## src/rtl/shift_pkg.sv

```systemverilog
// Shared types and elaboration helpers for the pipelined barrel shifter.
package shift_pkg;

  typedef enum logic [1:0] {
    SHIFT_SLL = 2'b00,
    SHIFT_SRL = 2'b01,
    SHIFT_SRA = 2'b10,
    SHIFT_ROR = 2'b11
  } shift_op_e;

  function automatic int unsigned shamt_w(input int unsigned xlen);
    return $clog2(xlen);
  endfunction

  // Index (1-based) of the pipeline register sitting at level boundary b, or 0 if none.
  function automatic int unsigned reg_at(input int unsigned b, input int unsigned nregs,
                                         input int unsigned shw);
    int unsigned found;
    found = 0;
    for (int unsigned r = 1; r <= nregs; r++) begin
      if ((r * shw) / (nregs + 1) == b) found = r;
    end
    return found;
  endfunction

endpackage

```

## src/rtl/shift_level.sv

```systemverilog
// One mux level of the barrel shifter: conditionally shifts/rotates right or left by AMT.
module shift_level
  import shift_pkg::*;
#(
  parameter int unsigned XLEN = 32,
  parameter int unsigned AMT  = 1
) (
  input  logic [XLEN-1:0] i_data,
  input  logic            i_sign,
  input  shift_op_e       i_op,
  input  logic            i_en,
  output logic [XLEN-1:0] o_data
);

  always_comb begin
    o_data = i_data;
    if (i_en) begin
      case (i_op)
        SHIFT_SLL: o_data = {i_data[XLEN-AMT-1:0], {AMT{1'b0}}};
        SHIFT_SRL: o_data = {{AMT{1'b0}}, i_data[XLEN-1:AMT]};
        SHIFT_SRA: o_data = {{AMT{i_sign}}, i_data[XLEN-1:AMT]};
        SHIFT_ROR: o_data = {i_data[AMT-1:0], i_data[XLEN-1:AMT]};
        default:   o_data = i_data;
      endcase
    end
  end

endmodule

```

## src/rtl/shift_pipe.sv

```systemverilog
// Pipelined SLL/SRL/SRA/ROR barrel shifter with global-advance valid/ready,
// flush and a pass-through destination tag.
module shift_pipe
  import shift_pkg::*;
#(
  parameter int unsigned XLEN     = 32,
  parameter int unsigned NUM_REGS = 2,
  parameter int unsigned TAG_W    = 5
) (
  input  logic             i_clk,
  input  logic             i_rst_n,
  input  logic             i_valid,
  output logic             o_ready,
  input  shift_op_e        i_op,
  input  logic [XLEN-1:0]  i_operand,
  input  logic [XLEN-1:0]  i_shamt,
  input  logic [TAG_W-1:0] i_tag,
  input  logic             i_flush,
  output logic             o_valid,
  input  logic             i_ready,
  output logic [XLEN-1:0]  o_result,
  output logic [TAG_W-1:0] o_tag
);

  localparam int unsigned SHAMT_W = shamt_w(XLEN);

  logic               adv;
  logic [XLEN-1:0]    at_data [SHAMT_W];
  logic               at_sign [SHAMT_W];
  shift_op_e          at_op   [SHAMT_W];
  logic [SHAMT_W-1:0] at_amt  [SHAMT_W];
  logic [XLEN-1:0]    lvl_out [SHAMT_W];

  logic unused_shamt;
  assign unused_shamt = ^i_shamt[XLEN-1:SHAMT_W];

  // Payload entering each level; a slice register is placed at some boundaries.
  for (genvar b = 0; b < SHAMT_W; b++) begin : g_bnd
    localparam int unsigned R = reg_at(b, NUM_REGS, SHAMT_W);
    logic [XLEN-1:0]    src_data;
    logic               src_sign;
    shift_op_e          src_op;
    logic [SHAMT_W-1:0] src_amt;

    if (b == 0) begin : g_src_in
      assign src_data = i_operand;
      assign src_sign = i_operand[XLEN-1];
      assign src_op   = i_op;
      assign src_amt  = i_shamt[SHAMT_W-1:0];
    end else begin : g_src_lvl
      assign src_data = lvl_out[b-1];
      assign src_sign = at_sign[b-1];
      assign src_op   = at_op[b-1];
      assign src_amt  = at_amt[b-1];
    end

    if (R != 0) begin : g_reg
      logic [XLEN-1:0]    data_d, data_q;
      logic               sign_d, sign_q;
      shift_op_e          op_d,   op_q;
      logic [SHAMT_W-1:0] amt_d,  amt_q;

      always_comb begin
        data_d = data_q;
        sign_d = sign_q;
        op_d   = op_q;
        amt_d  = amt_q;
        if (adv) begin
          data_d = src_data;
          sign_d = src_sign;
          op_d   = src_op;
          amt_d  = src_amt;
        end
      end

      always_ff @(posedge i_clk or negedge i_rst_n) begin
        if (!i_rst_n) begin
          data_q <= '0;
          sign_q <= 1'b0;
          op_q   <= SHIFT_SLL;
          amt_q  <= '0;
        end else begin
          data_q <= data_d;
          sign_q <= sign_d;
          op_q   <= op_d;
          amt_q  <= amt_d;
        end
      end

      assign at_data[b] = data_q;
      assign at_sign[b] = sign_q;
      assign at_op[b]   = op_q;
      assign at_amt[b]  = amt_q;
    end else begin : g_thru
      assign at_data[b] = src_data;
      assign at_sign[b] = src_sign;
      assign at_op[b]   = src_op;
      assign at_amt[b]  = src_amt;
    end
  end

  for (genvar k = 0; k < SHAMT_W; k++) begin : g_lvl
    shift_level #(
      .XLEN(XLEN),
      .AMT (1 << k)
    ) u_level (
      .i_data(at_data[k]),
      .i_sign(at_sign[k]),
      .i_op  (at_op[k]),
      .i_en  (at_amt[k][k]),
      .o_data(lvl_out[k])
    );
  end

  assign o_result = lvl_out[SHAMT_W-1];

  if (NUM_REGS == 0) begin : g_comb
    logic unused_ctrl;
    assign adv         = i_ready;
    assign o_ready     = i_ready;
    assign o_valid     = i_valid;
    assign o_tag       = i_tag;
    assign unused_ctrl = i_flush | adv;
  end else begin : g_pipe
    logic [NUM_REGS-1:0] vld_d, vld_q;
    logic [TAG_W-1:0]    tag_d [NUM_REGS];
    logic [TAG_W-1:0]    tag_q [NUM_REGS];

    // Valid and tag chain; all slices move together, bubbles are kept.
    always_comb begin
      vld_d = vld_q;
      tag_d = tag_q;
      if (adv) begin
        vld_d[0] = i_valid;
        tag_d[0] = i_tag;
        for (int unsigned r = 1; r < NUM_REGS; r++) begin
          vld_d[r] = vld_q[r-1];
          tag_d[r] = tag_q[r-1];
        end
      end
      if (i_flush) vld_d = '0;
    end

    always_ff @(posedge i_clk or negedge i_rst_n) begin
      if (!i_rst_n) begin
        vld_q <= '0;
        for (int unsigned r = 0; r < NUM_REGS; r++) tag_q[r] <= '0;
      end else begin
        vld_q <= vld_d;
        tag_q <= tag_d;
      end
    end

    assign o_valid = vld_q[NUM_REGS-1];
    assign o_tag   = tag_q[NUM_REGS-1];
    assign adv     = ~o_valid | i_ready;
    assign o_ready = adv;
  end

endmodule

```

## config.mk

```make
export PLATFORM = sky130hd
export DESIGN_NAME = shift_pipe
export DESIGN_NICKNAME = d
export VERILOG_FILES = /design/src/rtl/shift_pkg.sv /design/src/rtl/shift_level.sv /design/src/rtl/shift_pipe.sv
export SDC_FILE = /design/constraint.sdc
export NUM_CORES = 1
export LEC_CHECK = 0
export ABC_CLOCK_PERIOD_IN_PS = 1900
export BUFFER_PORTS_ARGS = -buffer_cell sky130_fd_sc_hd__buf_2
export CORE_MARGIN = 5
export CORE_UTILIZATION = 45
export DETAILED_ROUTE_END_ITERATION = 10
export MAX_ROUTING_LAYER = met4
export PLACE_DENSITY = 0.69
export SETUP_SLACK_MARGIN = 0.02
export SYNTH_ARGS = -nofsm -noshare
export SYNTH_HDL_FRONTEND = slang
export SYNTH_SLANG_ARGS = --single-unit
```

## constraint.sdc

```tcl
create_clock -name i_clk -period 1.9 [get_ports i_clk]
set_clock_uncertainty 0.2 [all_clocks]
set_input_delay 0.285 -clock i_clk [delete_from_list [all_inputs] [get_ports i_clk]]
set_output_delay 0.285 -clock i_clk [all_outputs]
set_load 0.05 [all_outputs]
```

* Word level (Yosys, flattened, before mapping)
Index checks and enable logic that the tools add are counted.
Storage, ports and cells: register bits after elaboration 92, output and inout port bits 39, word-level logic and storage cells 38
Operators by class: equality and inequality tests 9, multiplexer cells 12, bitwise logic cells 2, reduce and logical (&&, ||, !) cells 4
Operator list (count):
- 32-bit one-hot mux with 4 select lines | 5
- 32-bit 2-to-1 mux | 5
- 2-bit equality test (second input constant) | 6
- 2-bit by 1-bit equality test with 1-bit output (second input constant) | 3
- 2-bit logical NOT | 3
- 2-bit 2-to-1 mux | 2
- 2-bit nonzero test | 1
- 1-bit inverter | 1
- 1-bit OR | 1

* Depth between registers and ports, before layout
Gate-level depths: netlist of run 1.
depth after elaboration 5, mapped depth 7

* Modules after synthesis
A second synthesis of run 1 with hierarchy kept.
Unflattened totals: cells, all modules 865, area, all modules 7497.2 µm²
By module, submodules not included:
- shift_pipe | times used 1, cells each 195, area an instance 3395.8 µm²
- shift_level at g_lvl[4].u_level | times used 1, cells each 131, area an instance 880.8 µm²
- shift_level at g_lvl[2].u_level | times used 1, cells each 144, area an instance 853.3 µm²
- shift_level at g_lvl[1].u_level | times used 1, cells each 147, area an instance 843.3 µm²
- shift_level at g_lvl[3].u_level | times used 1, cells each 140, area an instance 832.0 µm²
- shift_level at g_lvl[0].u_level | times used 1, cells each 108, area an instance 691.9 µm²

* Worst setup path after synthesis of run 1
OpenSTA, ideal clock, no wires.
path type register to output, start register g_bnd[3].g_reg.op_q[0], end output o_result[31], arrival 2.472 ns, required time 1.415 ns, setup slack -1.057 ns, cell stages (with the launch flop) 7, cells stage by stage dfrtp_1 > or2_2 > buf_2 > buf_2 > o211ai_1 > a21oi_1 > a311oi_1
On the way: word-level cells in the longest chain between the ends 5
Ends and longest elaborated chain:
- start: declaration | RTL line shift_pipe.sv:60 | shift_op_e op_d, op_q;
- start signal: assignment | RTL line shift_pipe.sv:85 | op_q <= op_d;
- 2-bit equality test, or another cell as far along | RTL line shift_level.sv:18 | case (i_op)
- 32-bit one-hot mux with 4 select lines | RTL line shift_level.sv:18
- 32-bit 2-to-1 mux | RTL line shift_level.sv:17 | if (i_en) begin
- 32-bit one-hot mux with 4 select lines | RTL line shift_level.sv:18
- 32-bit 2-to-1 mux * | RTL line shift_level.sv:17
- end: declaration | RTL line shift_pipe.sv:21 | output logic [XLEN-1:0] o_result,
Mark *: on every way between the ends. The rest lies on a longest branch, timed or not.

* Worst setup path in the final report of run 1
start register g_bnd[3].g_reg.op_q[0], end output o_result[9]
Same word-level chain as after synthesis.

==> results.yml, run 1 <==
timing:
  rsz0062_at_grt: "yes"
  period_minus_slack_ns: 2.40
  fin_ws_ns: -0.501
  slew_headroom: 0.662
  tightestPinTransition_ns: 0.507
  setup_violations: 53
  tns_ns: -14.92
  slew_violations: 0
  period_share: 1.26
  max_freq_ghz: 0.416
  hold_viol: 0
  holdWs_ns: 0.0896
grt:
  grt_max_degree: 66
  grt_overflow: 0
  grt_antenna_before_repair: 0
  grt_pass1_vias: 6883
  grt_pass1_wl_mm: 36.5
  grt_use_total: 0.257
placement:
  portBuffers: 87
  gp_congestion: 0.923
  dp_hpwl_mm: 15.0
synthesis:
  ys.flop_type: "dfrtp_1"
  yosysWarningCount: 0
  postSynthCellCount: 889
  ys_ff_latch: 88
  ys_types: 46
  syn_area_per_cell_um2: 7.52
  synth-edff-count: 0
  synthesis.nets: 965
  synthArstFlopShare: 1.00
  ys_seq_area_frac: 0.330
  netlist_area_mm2: 0.00668
setup_path:
  rrSetupSlack_ns: -0.09
  cp.required_ns: 1.41
  cp-endpoint: "o_result[9]"
  crit_path_start: "g_bnd[3].g_reg.op_q[0]"
  cp-start-kind: "register"
  cp-end-kind: "primary output"
  r2r_cells: 6
  crit_fanout: 7
  criticalPathCategory: "reg -> out"
  regToRegStartpoint: "g_bnd[1].g_reg.op_q[1]"
  reg2reg_to: "g_bnd[3].g_reg.data_q[11]"
  crit_arrival_ns: 1.92
clocking:
  cts.sink_count: 88
  cts_max_level: 3
  clk_pin_slew_ns: 0.07
  ctsRootBufferMaster: "clkbuf_16"
  cts_tree: "yes"
  cts_buffer_depth: 2
  insertion_delay_ns: 0.35
  cts_inserted_buffers: 9
routing:
  routed_wl_mm: 23.3
  wl_per_cell_um: 19.3
  vias: 7511
  ant_nets: 0
  drc: 0
  vias_per_cell: 6.21
  drt_pass1_iterations: 5
  dr.first_iter.drc_count: 762
die:
  die_x_um: 132
  fp.dieH_um: 132
  rows: 44
  fp.dieArea_mm2: 0.0174
  top_level_ports: 115
  placeableCoreArea_mm2: 0.0145
  start_util: 0.460
worst_hold_path:
  hold_class: "in -> reg"
cells_and_area:
  mostFrequentLayoutCell: "nand2_1"
  drive_gt1_frac: 0.398
  area_growth_pct: 46.5
  final_cell_mix: "nand2_1 (132), nor2_1 (120), dfrtp_1 (81)"
  antenna_cells: 0
  nets: 1096
  fillers: 1158
run_status:
  run_status: "finished with violations"
  failed_checks: "negative setup slack"
power:
  ir_drop_uv: 546
  p_leak_nw: 4.09
  p_per_area_mw_per_mm2: 844
job:
  maxCapViolations: 0
[kinds of logic (layout without fill, tap and decap cells)]
| logic type | after synthesis | in the layout | synth area share |
|---|---|---|---|
| AO/OA/AOI/OAI | 332 | 332 | 0.330 |
| XOR/XNOR | 1 | 1 | 0.00131 |
| buffers and inverters | 105 | 240 | 0.0708 |
| flip-flops | 88 | 88 | 0.330 |
| multiplexers | 27 | 27 | 0.0406 |
| AND/OR/NAND/NOR | 336 | 337 | 0.227 |
[layout make-up]
class	instances	area, um^2	area share
tap	184	230	0.0235
clock buffer	10	229	0.0234
sequential	88	2210	0.226
multi-input combinational	697	4960	0.507
clock inverter	6	52.6	0.00537
inverter	11	43.8	0.00447
timing repair buffer	213	2060	0.211
[synthesized netlist by cell type, drive strengths merged, types with 25 or more instances]
cell type	number	area, um^2
o21ai	78	390
dfrtp	88	2200
nand2	135	507
a21o	31	233
clkbuf	57	215
buf	37	216
mux2i	26	260
a21oi	70	350
a31oi	31	194
a311oi	52	474
nor2	125	472
or3b	25	249
[how the worst min path moves through the flow]
| stage | start | to | slack [ns] | cells after the start |
|---|---|---|---|---|
| floorplan | i_rst_n | g_bnd[1].g_reg.amt_q[1] | -0.21 | 0 |
| global placement | i_rst_n | g_bnd[1].g_reg.data_q[17] | 0.09 | 1 |
| detailed placement | i_rst_n | g_bnd[1].g_reg.data_q[19] | 0.08 | 1 |
| CTS | i_operand[31] | g_bnd[1].g_reg.sign_q | 0.08 | 3 |
| global route | i_operand[31] | g_bnd[1].g_reg.sign_q | 0.12 | 3 |
| finish | i_operand[31] | g_bnd[1].g_reg.sign_q | 0.09 | 3 |
[per-stage QoR]
step                      instance area, um^2  std cells  setup slack, ns   util  power, mW
after floorplan                          6890        889           -0.393      -       4.59
after global placement                   8010       1161           -0.201  0.551       5.56
after detailed placement                 8010       1161           -0.246  0.551       5.59
after CTS                                9300       1203           -0.495  0.640       7.92
after global routing                     9790       1209           -0.579  0.673       8.65
final                                    9790       1209           -0.501  0.673       8.26
[critical path, cell delays in order, from the launching register on]
cell	delay (ns)
dfrtp_2	0.45
buf_6	0.14
nor2b_1	0.10
buf_4	0.18
o21ai_1	0.09
a31oi_2	0.20
a32o_2	0.24
buf_8	0.15
[registers in the layout, indices dropped and copies added, names as in the netlist]
register / flops
g_bnd.g_reg.data_q: 64
g_pipe.vld_q: 2
o_tag: 5
g_bnd.g_reg.op_q: 4
g_bnd.g_reg.sign_q: 2
g_bnd.g_reg.amt_q: 6
g_pipe.tag_q: 5
[metal layers]
| metal | global-route usage | vias up | wire length [um] |
|---|---|---|---|
| met5 | - | - | 0 |
| met4 | 0.0817 | 0 | 646 |
| met3 | 0.0427 | 61 | 1520 |
| met2 | 0.399 | 337 | 11100 |
| met1 | 0.345 | 3606 | 10000 |
| li1 | - | 3507 | - |
[what timing repair did]
item                                    in CTS  in global routing
cloned                                       8                  2
hold buffers                                12                  0
buffers inserted                            11                  9
resized for setup                          183                119
hold endpoints to repair                    42                  0
pin swaps                                   63                 82
endpoints found under the setup margin      44                 63
[where the power goes]
part | total (mW) | switching, mW | internal [mW]
combinational | 4.08 | 2.28 | 1.80
sequential | 2.50 | 0.375 | 2.12
clock | 1.69 | 0.783 | 0.904
(Power assumes the default switching activity.)
==> run 2, diff against run 1 <==
--- a/config.mk
+++ b/config.mk
@@ -8,10 +8,11 @@
 export ABC_CLOCK_PERIOD_IN_PS = 1900
 export BUFFER_PORTS_ARGS = -buffer_cell sky130_fd_sc_hd__buf_2
 export CORE_MARGIN = 5
-export CORE_UTILIZATION = 45
+export CORE_UTILIZATION = 31
+export CTS_BUF_LIST = sky130_fd_sc_hd__clkbuf_4 sky130_fd_sc_hd__clkbuf_8
 export DETAILED_ROUTE_END_ITERATION = 10
 export MAX_ROUTING_LAYER = met4
-export PLACE_DENSITY = 0.69
+export PLACE_DENSITY = 0.48
 export SETUP_SLACK_MARGIN = 0.02
 export SYNTH_ARGS = -nofsm -noshare
 export SYNTH_HDL_FRONTEND = slang
==> results.yml, run 2 (synthesis gave the netlist of run 1 again) <==
run_status:
  run_status: "finished with violations"
  failed_checks: "negative setup slack"
clocking:
  cts_buffer_depth: 2
  cts_inserted_buffers: 9
  cts_tree: "yes"
  ctsRootBufferMaster: "clkbuf_8"
  insertion_delay_ns: 0.38
  cts.sink_count: 88
  cts_max_level: 3
  clk_pin_slew_ns: 0.09
timing:
  period_minus_slack_ns: 2.48
  holdWs_ns: 0.0583
  slew_violations: 0
  setup_violations: 45
  tightestPinTransition_ns: 0.420
  max_freq_ghz: 0.404
  rsz0062_at_grt: "yes"
  fin_ws_ns: -0.576
  period_share: 1.30
  hold_viol: 0
  slew_headroom: 0.718
routing:
  vias_per_cell: 5.53
  dr.first_iter.drc_count: 408
  vias: 7310
  ant_nets: 0
  routed_wl_mm: 24.3
  drt_pass1_iterations: 5
  wl_per_cell_um: 18.3
  drc: 0
grt:
  grt_max_degree: 66
  grt_pass1_vias: 6738
  grt_antenna_before_repair: 0
  grt_use_total: 0.200
  grt_overflow: 0
  grt_pass1_wl_mm: 38.2
die:
  fp.dieArea_mm2: 0.0246
  placeableCoreArea_mm2: 0.0212
  start_util: 0.316
  rows: 53
  die_x_um: 157
  fp.dieH_um: 157
  top_level_ports: 115
setup_path:
  cp-start-kind: "register"
  crit_arrival_ns: 1.99
  timing.critical_path.slowest_stage_cell: "dfrtp_2"
  cp-end-kind: "primary output"
  path_cells: "nor2_4 > buf_12 > mux2i_1 > a211oi_1 > o22a_2 > buf_4"
  criticalPathCategory: "reg -> out"
  path_buf_inv: 2
  crit_fanout: 12
  cp.required_ns: 1.41
  path_delay_family: "flip-flops"
  cpPeakStageDelay_ns: 0.47
cells_and_area:
  nets: 1119
  top_register: "g_bnd.g_reg.data_q"
  mostFrequentLayoutCell: "nand2_1"
  drive_gt1_frac: 0.402
  reg_top3: "g_bnd.g_reg.data_q x64, g_bnd.g_reg.amt_q x6"
  final-instance-count-excl-fill: 1323
  antenna_cells: 0
  area_growth_pct: 50.3
  finalCoreUtilization: 0.475
  final_cell_mix: "nand2_1 (133), nor2_1 (122), buf_4 (93)"
  largest_register_ff_count: 64
worst_hold_path:
  hold_class: "in -> reg"
placement:
  placedCellCount: 1274
  dp_hpwl_mm: 17.0
  gp_congestion: 0.925
  portBuffers: 87
power:
  p_leak_nw: 4.16
  ir_drop_uv: 457
  finalPower_mw: 7.94
  p_per_area_mw_per_mm2: 791
job:
  maxCapViolations: 0
[run 2: final timing paths]
check                      cells past startpoint                        end  slack, ns                    from
hold reg to reg                                2                   o_tag[4]       0.27                o_tag[4]
min in group asynchronous                      2            g_pipe.tag_q[7]       0.07                 i_rst_n
setup / recovery                               6               o_result[25]      -0.58  g_bnd[3].g_reg.op_q[0]
setup reg to reg                               6   g_bnd[3].g_reg.data_q[2]      -0.08  g_bnd[1].g_reg.op_q[1]
hold / removal                                 3  g_bnd[1].g_reg.data_q[31]       0.06           i_operand[30]
max in group asynchronous                      3    g_bnd[3].g_reg.amt_q[4]       0.96                 i_rst_n
[run 2: final cells by class]
class / instances / area, um^2
repair buffers: 235 / 2210
well taps: 275 / 344
multi-input cells: 698 / 5030
clock inverters: 6 / 75.1
inverters: 11 / 43.8
fillers: 2071 / 11100
flip-flops and latches: 88 / 2210
clock buffers: 10 / 131
[run 2: layer usage]
| layer | up-vias | global-route usage | part of all wire |
|---|---|---|---|
| li1 | 3547 | - | - |
| met1 | 3509 | 0.281 | 0.46 |
| met2 | 223 | 0.302 | 0.46 |
| met3 | 31 | 0.0249 | 0.052 |
| met4 | 0 | 0.0587 | 0.021 |
| met5 | - | - | 0 |
[run 2: through the flow]
stage	setup TNS, ns	setup slack (ns)	cell area, um^2
floorplan	-2.27	-0.393	6890
global placement	-5.38	-0.202	8260
detailed placement	-5.81	-0.242	8260
CTS	-17.56	-0.556	9550
global route	-20.34	-0.682	10000
finish	-16.17	-0.576	10000
[run 2: where the power goes]
part	leakage, nW	internal (mW)	switching [mW]
sequential	1.03	2.12	0.369
clock	0.103	0.644	0.742
combinational	3.03	1.80	2.27
total	4.16	4.56	3.38
[run 2: worst min-delay path, cell delays in order]
cell and delay [ns]:
buf_2 0.10, a31oi_1 0.07, a31oi_1 0.14
[run 2: what timing repair did]
action	4_1_cts	5_1_grt
cloned	8	3
buffers inserted	13	5
setup endpoints to repair	52	63
endpoints found under the hold margin	100	0
hold buffers	13	0
gates resized for setup	200	92
pin swaps	80	47
